## src/rtl/native_bus_dma.sv

```systemverilog
// ---------------------------------------------------------------------------
// native_bus_dma
//   Single-channel word-copy DMA. It is programmed through a native-bus
//   register responder. It then copies LEN 32-bit words from SRC to DST over
//   a native-bus initiator port. Each word is one read followed by one write,
//   with a single m_valid-low cycle after every handshake.
//
// Ports
//   clk, rst        : clock; asynchronous active-high reset
//   cfg_valid       : register access request (cfg_wstrb == 0 means read)
//   cfg_ready       : one-cycle acknowledge, raised the cycle after acceptance
//   cfg_addr[3:2]   : 0 SRC, 1 DST, 2 LEN, 3 CTRL(write) / STATUS(read)
//   cfg_wdata/wstrb : write data and byte enables
//   cfg_rdata       : registered read data, valid while cfg_ready is high
//   m_valid/m_ready : initiator handshake
//   m_addr/m_wdata  : initiator address / write data (stable while m_valid)
//   m_wstrb         : 4'b0000 for reads, 4'b1111 for writes
//   m_rdata         : read data, captured on the read handshake
//   done_o          : sticky DONE flag
// ---------------------------------------------------------------------------
module native_bus_dma #(
    parameter int LEN_W = 16
) (
    input  logic        clk,
    input  logic        rst,
    input  logic        cfg_valid,
    output logic        cfg_ready,
    input  logic [3:0]  cfg_addr,
    input  logic [31:0] cfg_wdata,
    input  logic [3:0]  cfg_wstrb,
    output logic [31:0] cfg_rdata,
    output logic        m_valid,
    input  logic        m_ready,
    output logic [31:0] m_addr,
    output logic [31:0] m_wdata,
    output logic [3:0]  m_wstrb,
    input  logic [31:0] m_rdata,
    output logic        done_o
);

    localparam logic [2:0] S_IDLE   = 3'd0;
    localparam logic [2:0] S_RD_REQ = 3'd1;
    localparam logic [2:0] S_RD_GAP = 3'd2;
    localparam logic [2:0] S_WR_REQ = 3'd3;
    localparam logic [2:0] S_WR_GAP = 3'd4;

    logic [2:0]       state;
    logic [31:0]      src;
    logic [31:0]      dst;
    logic [31:0]      data_q;
    logic [LEN_W-1:0] len;
    logic             done_q;
    logic             aborted_q;
    logic             abort_pend;
    logic             zero_start_pend;

    logic             cfg_acc;
    logic             cfg_wr;
    logic [1:0]       reg_sel;
    logic             ctrl_wr;
    logic             start_cmd;
    logic             clr_cmd;
    logic             abort_cmd;
    logic             busy;
    logic             abort_eff;
    logic [31:0]      rd_mux;
    logic             unused_addr_bits;

    // Byte-lane merge of a register write.
    function automatic logic [31:0] merge_bytes(input logic [31:0] old_v,
                                                input logic [31:0] new_v,
                                                input logic [3:0]  strb);
        logic [31:0] r;
        for (int b = 0; b < 4; b++) begin
            r[b*8 +: 8] = strb[b] ? new_v[b*8 +: 8] : old_v[b*8 +: 8];
        end
        return r;
    endfunction

    function automatic logic [LEN_W-1:0] merge_len(input logic [LEN_W-1:0] old_v,
                                                   input logic [31:0]      new_v,
                                                   input logic [3:0]       strb);
        logic [31:0] r;
        r = merge_bytes(32'(old_v), new_v, strb);
        return r[LEN_W-1:0];
    endfunction

    // Word-aligned registers never hold address bits [1:0].
    function automatic logic [31:0] word_align(input logic [31:0] v);
        return v & ~32'h3;
    endfunction

    assign unused_addr_bits = ^cfg_addr[1:0];

    // An access is accepted when seen with cfg_ready low; cfg_ready then
    // pulses for exactly one cycle, so back-to-back requests alternate.
    assign cfg_acc   = cfg_valid & ~cfg_ready;
    assign cfg_wr    = cfg_acc & (|cfg_wstrb);
    assign reg_sel   = cfg_addr[3:2];
    assign ctrl_wr   = cfg_wr & (reg_sel == 2'd3) & cfg_wstrb[0];
    assign start_cmd = ctrl_wr & cfg_wdata[0];
    assign clr_cmd   = ctrl_wr & cfg_wdata[1];
    assign abort_cmd = ctrl_wr & cfg_wdata[2];
    assign busy      = (state != S_IDLE);
    // An abort takes effect on the same edge it is written as well as later.
    assign abort_eff = busy & (abort_pend | abort_cmd);
    assign done_o    = done_q;

    always_comb begin
        rd_mux = 32'h0;
        case (reg_sel)
            2'd0:    rd_mux = src;
            2'd1:    rd_mux = dst;
            2'd2:    rd_mux = 32'(len);
            default: rd_mux = {29'h0, aborted_q, done_q, busy};
        endcase
    end

    always_ff @(posedge clk or posedge rst) begin
        if (rst) begin
            state           <= S_IDLE;
            src             <= 32'h0;
            dst             <= 32'h0;
            len             <= '0;
            data_q          <= 32'h0;
            done_q          <= 1'b0;
            aborted_q       <= 1'b0;
            abort_pend      <= 1'b0;
            zero_start_pend <= 1'b0;
            cfg_ready       <= 1'b0;
            cfg_rdata       <= 32'h0;
            m_valid         <= 1'b0;
            m_addr          <= 32'h0;
            m_wdata         <= 32'h0;
            m_wstrb         <= 4'h0;
        end else begin
            cfg_ready       <= cfg_acc;
            zero_start_pend <= 1'b0;
            if (cfg_acc) begin
                cfg_rdata <= rd_mux;
            end

            // Programming registers are frozen while a transfer runs.
            if (cfg_wr && !busy) begin
                case (reg_sel)
                    2'd0:    src <= word_align(merge_bytes(src, cfg_wdata, cfg_wstrb));
                    2'd1:    dst <= word_align(merge_bytes(dst, cfg_wdata, cfg_wstrb));
                    2'd2:    len <= merge_len(len, cfg_wdata, cfg_wstrb);
                    default: ;
                endcase
            end

            // CLRDONE first so that any completion below on the same edge wins.
            if (clr_cmd) begin
                done_q <= 1'b0;
            end
            if (zero_start_pend) begin
                done_q <= 1'b1;
            end
            if (abort_cmd && busy) begin
                abort_pend <= 1'b1;
            end

            case (state)
                S_IDLE: begin
                    if (start_cmd) begin
                        if (len != '0) begin
                            done_q    <= 1'b0;
                            aborted_q <= 1'b0;
                            state     <= S_RD_REQ;
                        end else begin
                            // DONE appears one cycle later, after the ack pulse.
                            zero_start_pend <= 1'b1;
                        end
                    end
                end

                S_RD_REQ: begin
                    // m_valid is still low only in the first cycle after START.
                    if (!m_valid) begin
                        if (abort_eff) begin
                            state      <= S_IDLE;
                            aborted_q  <= 1'b1;
                            abort_pend <= 1'b0;
                        end else begin
                            m_valid <= 1'b1;
                            m_addr  <= src;
                            m_wstrb <= 4'h0;
                        end
                    end else if (m_ready) begin
                        data_q  <= m_rdata;
                        m_valid <= 1'b0;
                        if (abort_eff) begin
                            state      <= S_IDLE;
                            aborted_q  <= 1'b1;
                            abort_pend <= 1'b0;
                        end else begin
                            state <= S_RD_GAP;
                        end
                    end
                end

                S_RD_GAP: begin
                    if (abort_eff) begin
                        state      <= S_IDLE;
                        aborted_q  <= 1'b1;
                        abort_pend <= 1'b0;
                    end else begin
                        state   <= S_WR_REQ;
                        m_valid <= 1'b1;
                        m_addr  <= dst;
                        m_wdata <= data_q;
                        m_wstrb <= 4'hF;
                    end
                end

                S_WR_REQ: begin
                    if (m_valid && m_ready) begin
                        src     <= src + 32'd4;
                        dst     <= dst + 32'd4;
                        len     <= len - LEN_W'(1);
                        m_valid <= 1'b0;
                        m_wstrb <= 4'h0;
                        if (abort_eff) begin
                            state      <= S_IDLE;
                            aborted_q  <= 1'b1;
                            abort_pend <= 1'b0;
                        end else begin
                            state <= S_WR_GAP;
                        end
                    end
                end

                S_WR_GAP: begin
                    if (abort_eff) begin
                        state      <= S_IDLE;
                        aborted_q  <= 1'b1;
                        abort_pend <= 1'b0;
                    end else if (len != '0) begin
                        state   <= S_RD_REQ;
                        m_valid <= 1'b1;
                        m_addr  <= src;
                        m_wstrb <= 4'h0;
                    end else begin
                        state  <= S_IDLE;
                        done_q <= 1'b1;
                    end
                end

                default: begin
                    state   <= S_IDLE;
                    m_valid <= 1'b0;
                end
            endcase
        end
    end

endmodule

```

## config.mk

```make
export PLATFORM = sky130hd
export DESIGN_NAME = native_bus_dma
export DESIGN_NICKNAME = d
export VERILOG_FILES = /design/src/rtl/native_bus_dma.sv
export SDC_FILE = /design/constraint.sdc
export NUM_CORES = 1
export LEC_CHECK = 0
export ABC_AREA = 1
export CAP_MARGIN = 0
export CORE_ASPECT_RATIO = 0.75
export CORE_MARGIN = 2
export CORE_UTILIZATION = 50
export DETAILED_ROUTE_END_ITERATION = 16
export PLACE_DENSITY = 0.77
export SYNTH_ARGS = -nofsm -noshare
export SYNTH_HDL_FRONTEND = slang
export SYNTH_SLANG_ARGS = --single-unit
```

## constraint.sdc

```tcl
create_clock -name clk -period 6.4 [get_ports clk]
set_input_delay 0.96 -clock clk [delete_from_list [all_inputs] [get_ports clk]]
set_output_delay 0.96 -clock clk [all_outputs]
set_load 0.01 [all_outputs]
```

==> impl_metrics.tcl <==
set metrics [dict create \
    place_congestion 0.949 \
    syn_nets 1720 \
    ys_async_sr_fraction 1.00 \
    setup_viol 0 \
    die_w_um 184 \
    switching_share 0.417 \
    io_pins 179 \
    cp_top_family "simple AND/OR/NAND/NOR gates" \
    crit_type "in -> reg" \
    nets 1863 \
    run_status "finished, final reports clean" \
    critPathMaxStageDelay_ns 0.92 \
    dp.cells 2064 \
    cp_max_fo 47 \
    via_count 11800 \
    grt_max_degree 172 \
    gr-total-overflow 0 \
    rsz0062_at_grt "false" \
    cp-startpoint "cfg_valid" \
    n_antenna_cell 0 \
    clockBufferDepth 3 \
    viasPerCell 5.63 \
    end_kind "flip-flop" \
    cp_cell_sequence "clkdlybuf4s50_1 -> nand2_1 -> buf_4 -> nor3_4 -> nand2_2 -> nand2_4 -> nand2_2 -> nand3_2 -> nor2_4 -> nand2_1 -> nand2_1" \
    synth_cell_types 42 \
    fin_crit_sh 0.566 \
    drt-total-wl_um 37900 \
    synth_edf_count 0 \
    slew_headroom 0.286 \
    pwr-share-clk 0.198 \
    cp.required_ns 6.84 \
    ys_warn_count 0 \
    p_switching_mw 2.85 \
    cp_num_buf_inv 2 \
    cts_root_buf "clkbuf_16" \
    final.setup.tns_ns 0 \
    fmax_mhz 276 \
    cts_tree "built" \
    synth_cells 1640 \
    reg2reg_from "state[2]" \
    powerDensity_mw_per_mm2 464 \
    fillers 2127 \
    min_from "data_q[20]" \
    die_h_um 139 \
    ant_nets 0 \
    worst_hold_path_type "reg -> reg" \
    slew_violations 0 \
    dr.pass1.iters 5 \
    synth_seq_area_share 0.451 \
    internal_power_mw 3.99 \
    finClkSkew_ns 0.0163 \
    rows 49 \
    pwr-share-seq 0.380 \
    vdd_ir_drop_max_mv 0.199 \
    cts_resized 0 \
    clk_pin_slew_ns 0.06 \
    antenna_found_initial 0 \
    dieArea_sq_mm 0.0255 \
    clock_sinks 218 \
    insertion_delay_ns 0.51 \
    grt_pass1_vias 11200 \
    finalNonFillerCells 2103 \
    ys.flop_type "dfrtp_1" \
    min_period_ns 3.62 \
    area_delta_synth_final_pct 21.9 \
    p_leak_nw 6.88 \
    drc 0 \
    tightest_slew_ns 1.07 \
    grt_use_total 0.298 \
    wl_per_cell_um 18.0 \
    core_area_sq_mm 0.0238 \
    pwr-share-comb 0.422 \
    drtIter0Drc 1200 \
    arrival_ns 4.07 \
    post_cts_buffers 0 \
    start_kind "input pin" \
    grt_pass1_wl_um 60500 \
    cts_max_level 1 \
    slowest_stage "nor2_4" \
    cap_violations 0 \
    start_util 0.508 \
    multiInputGateArea_sq_mm 0.00579 \
    avgSynthCellArea_sq_um 7.38 \
    cts_inserted_buffers 23 \
    cts_hold_buffers 0 \
    hpwl_um 26400 \
    final_hold_viol_count 0 \
    ys_ff_latch 218 \
    regArea_sq_mm 0.00546 \
    synth_area_sq_mm 0.0121 \
    io_buffer_count 176 \
    drive_gt1_frac 0.0623 \
    cp_common_cell "nand2_1" \
]
-- layer usage --
metal / share of wire / vias to the layer above / wire, um / global-route usage
li1: - / 5595 / - / -
met1: 0.43 / 5555 / 16500 / 0.442
met2: 0.43 / 605 / 16400 / 0.443
met3: 0.10 / 79 / 3940 / 0.0649
met4: 0.028 / 0 / 1050 / 0.0796
met5: 0 / - / 0 / 0
-- cell usage in the layout, fill, tap and decap left out, types with 12 or more instances in the layout --
cell type / n
nor3_1: 22
xor2_1: 12
mux2_2: 23
nand3_1: 80
clkbuf_16: 23
o21ai_0: 145
o211ai_1: 14
inv_1: 134
a21oi_1: 113
nand2_1: 560
clkdlybuf4s50_1: 176
nor2_1: 132
dfrtp_1: 218
nand4_1: 16
-- metrics by stage --
step                setup WS (ns)  hold slack (ns)  utilization  power, mW  area [sq um]
floorplan                    2.60            0.436            -       4.26         12100
global placement             2.40            0.442        0.588       5.34         14000
detailed placement           2.32            0.449        0.588       5.45         14000
CTS                          2.80            0.464        0.619       6.83         14800
global route                 2.55            0.479        0.619       7.34         14800
finish                       2.78            0.461        0.619       6.85         14800
-- cell usage after synthesis (3+ instances only) --
| cell type | instances | area (sq um) |
|---|---|---|
| nor2_1 | 133 | 499 |
| ha_1 | 4 | 50.1 |
| buf_1 | 6 | 22.5 |
| nor2_4 | 4 | 45.0 |
| nand2_1 | 560 | 2100 |
| mux2_1 | 9 | 101 |
| inv_1 | 135 | 507 |
| a31oi_1 | 9 | 56.3 |
| o22ai_1 | 11 | 68.8 |
| o21ai_1 | 10 | 50.1 |
| nor3_2 | 3 | 30.0 |
| nand2_2 | 6 | 37.5 |
| dfrtp_1 | 218 | 5460 |
| nand4_1 | 16 | 100 |
| or2_2 | 3 | 18.8 |
| nor3_4 | 6 | 97.6 |
| xor2_1 | 12 | 105 |
| o211ai_1 | 14 | 105 |
| o21ai_0 | 145 | 726 |
| a21oi_1 | 113 | 566 |
| buf_2 | 36 | 180 |
| nand2_4 | 3 | 33.8 |
| inv_2 | 6 | 22.5 |
| nand3_1 | 80 | 400 |
| xnor2_1 | 3 | 26.3 |
| mux2_2 | 23 | 259 |
| buf_4 | 3 | 22.5 |
| nor3_1 | 22 | 110 |
| clkbuf_1 | 21 | 78.8 |
| nand3_2 | 8 | 80.1 |
-- registers in the layout (all words and copies together), names as in the netlist, 3 cells and up --
name / count
src: 32
cfg_rdata: 32
state: 3
m_addr: 32
data_q: 32
len: 16
m_wdata: 32
dst: 32
-- worst reg2reg max path: stages, from the launching register on --
cell	delay [ns]
dfrtp_1	0.52
nor2_4	0.09
nand2_2	0.06
buf_4	0.50
nand2_1	0.20
nand2_2	0.13
nand3_2	0.60
nor2_4	0.93
nand2_1	0.15
nand2_1	0.12
-- power by group through the flow --
stage | combinational, mW | sequential [mW] | clock [mW]
after global routing | 3.23 | 2.68 | 1.43
after floorplan | 1.73 | 2.53 | 0
after detailed placement | 2.86 | 2.59 | 0
after global placement | 2.78 | 2.57 | 0
after CTS | 2.88 | 2.58 | 1.36
final | 2.89 | 2.60 | 1.36
-- cell families after synthesis --
logic type,after synthesis,share of synthesized area
simple gates,849,0.297
mux,32,0.0298
flops,218,0.451
xor+xnor,15,0.0109
fa+ha+maj,4,0.00413
buf+inv,211,0.0715
compound gates,311,0.136
-- final timing paths --
kind | end | slack [ns] | cells past startpoint
max reg2reg | m_addr[28] | 3.04 | 9
min | m_wdata[20] | 0.46 | 2
max in group asynchronous | cfg_rdata[18] | 4.07 | 4
min reg2reg | m_wdata[20] | 0.46 | 2
min in group asynchronous | data_q[17] | 1.09 | 3
max | m_addr[28] | 2.78 | 11
-- area by class of cell --
type / count / share of cell area
multi-input cells: 1211 / 0.392
inverters: 143 / 0.0368
flip-flops and latches: 218 / 0.370
well taps: 306 / 0.0259
clock buffers: 33 / 0.0442
clock inverters: 6 / 0.00610
repair buffers: 186 / 0.125
Power figures use the tool's default switching activity.
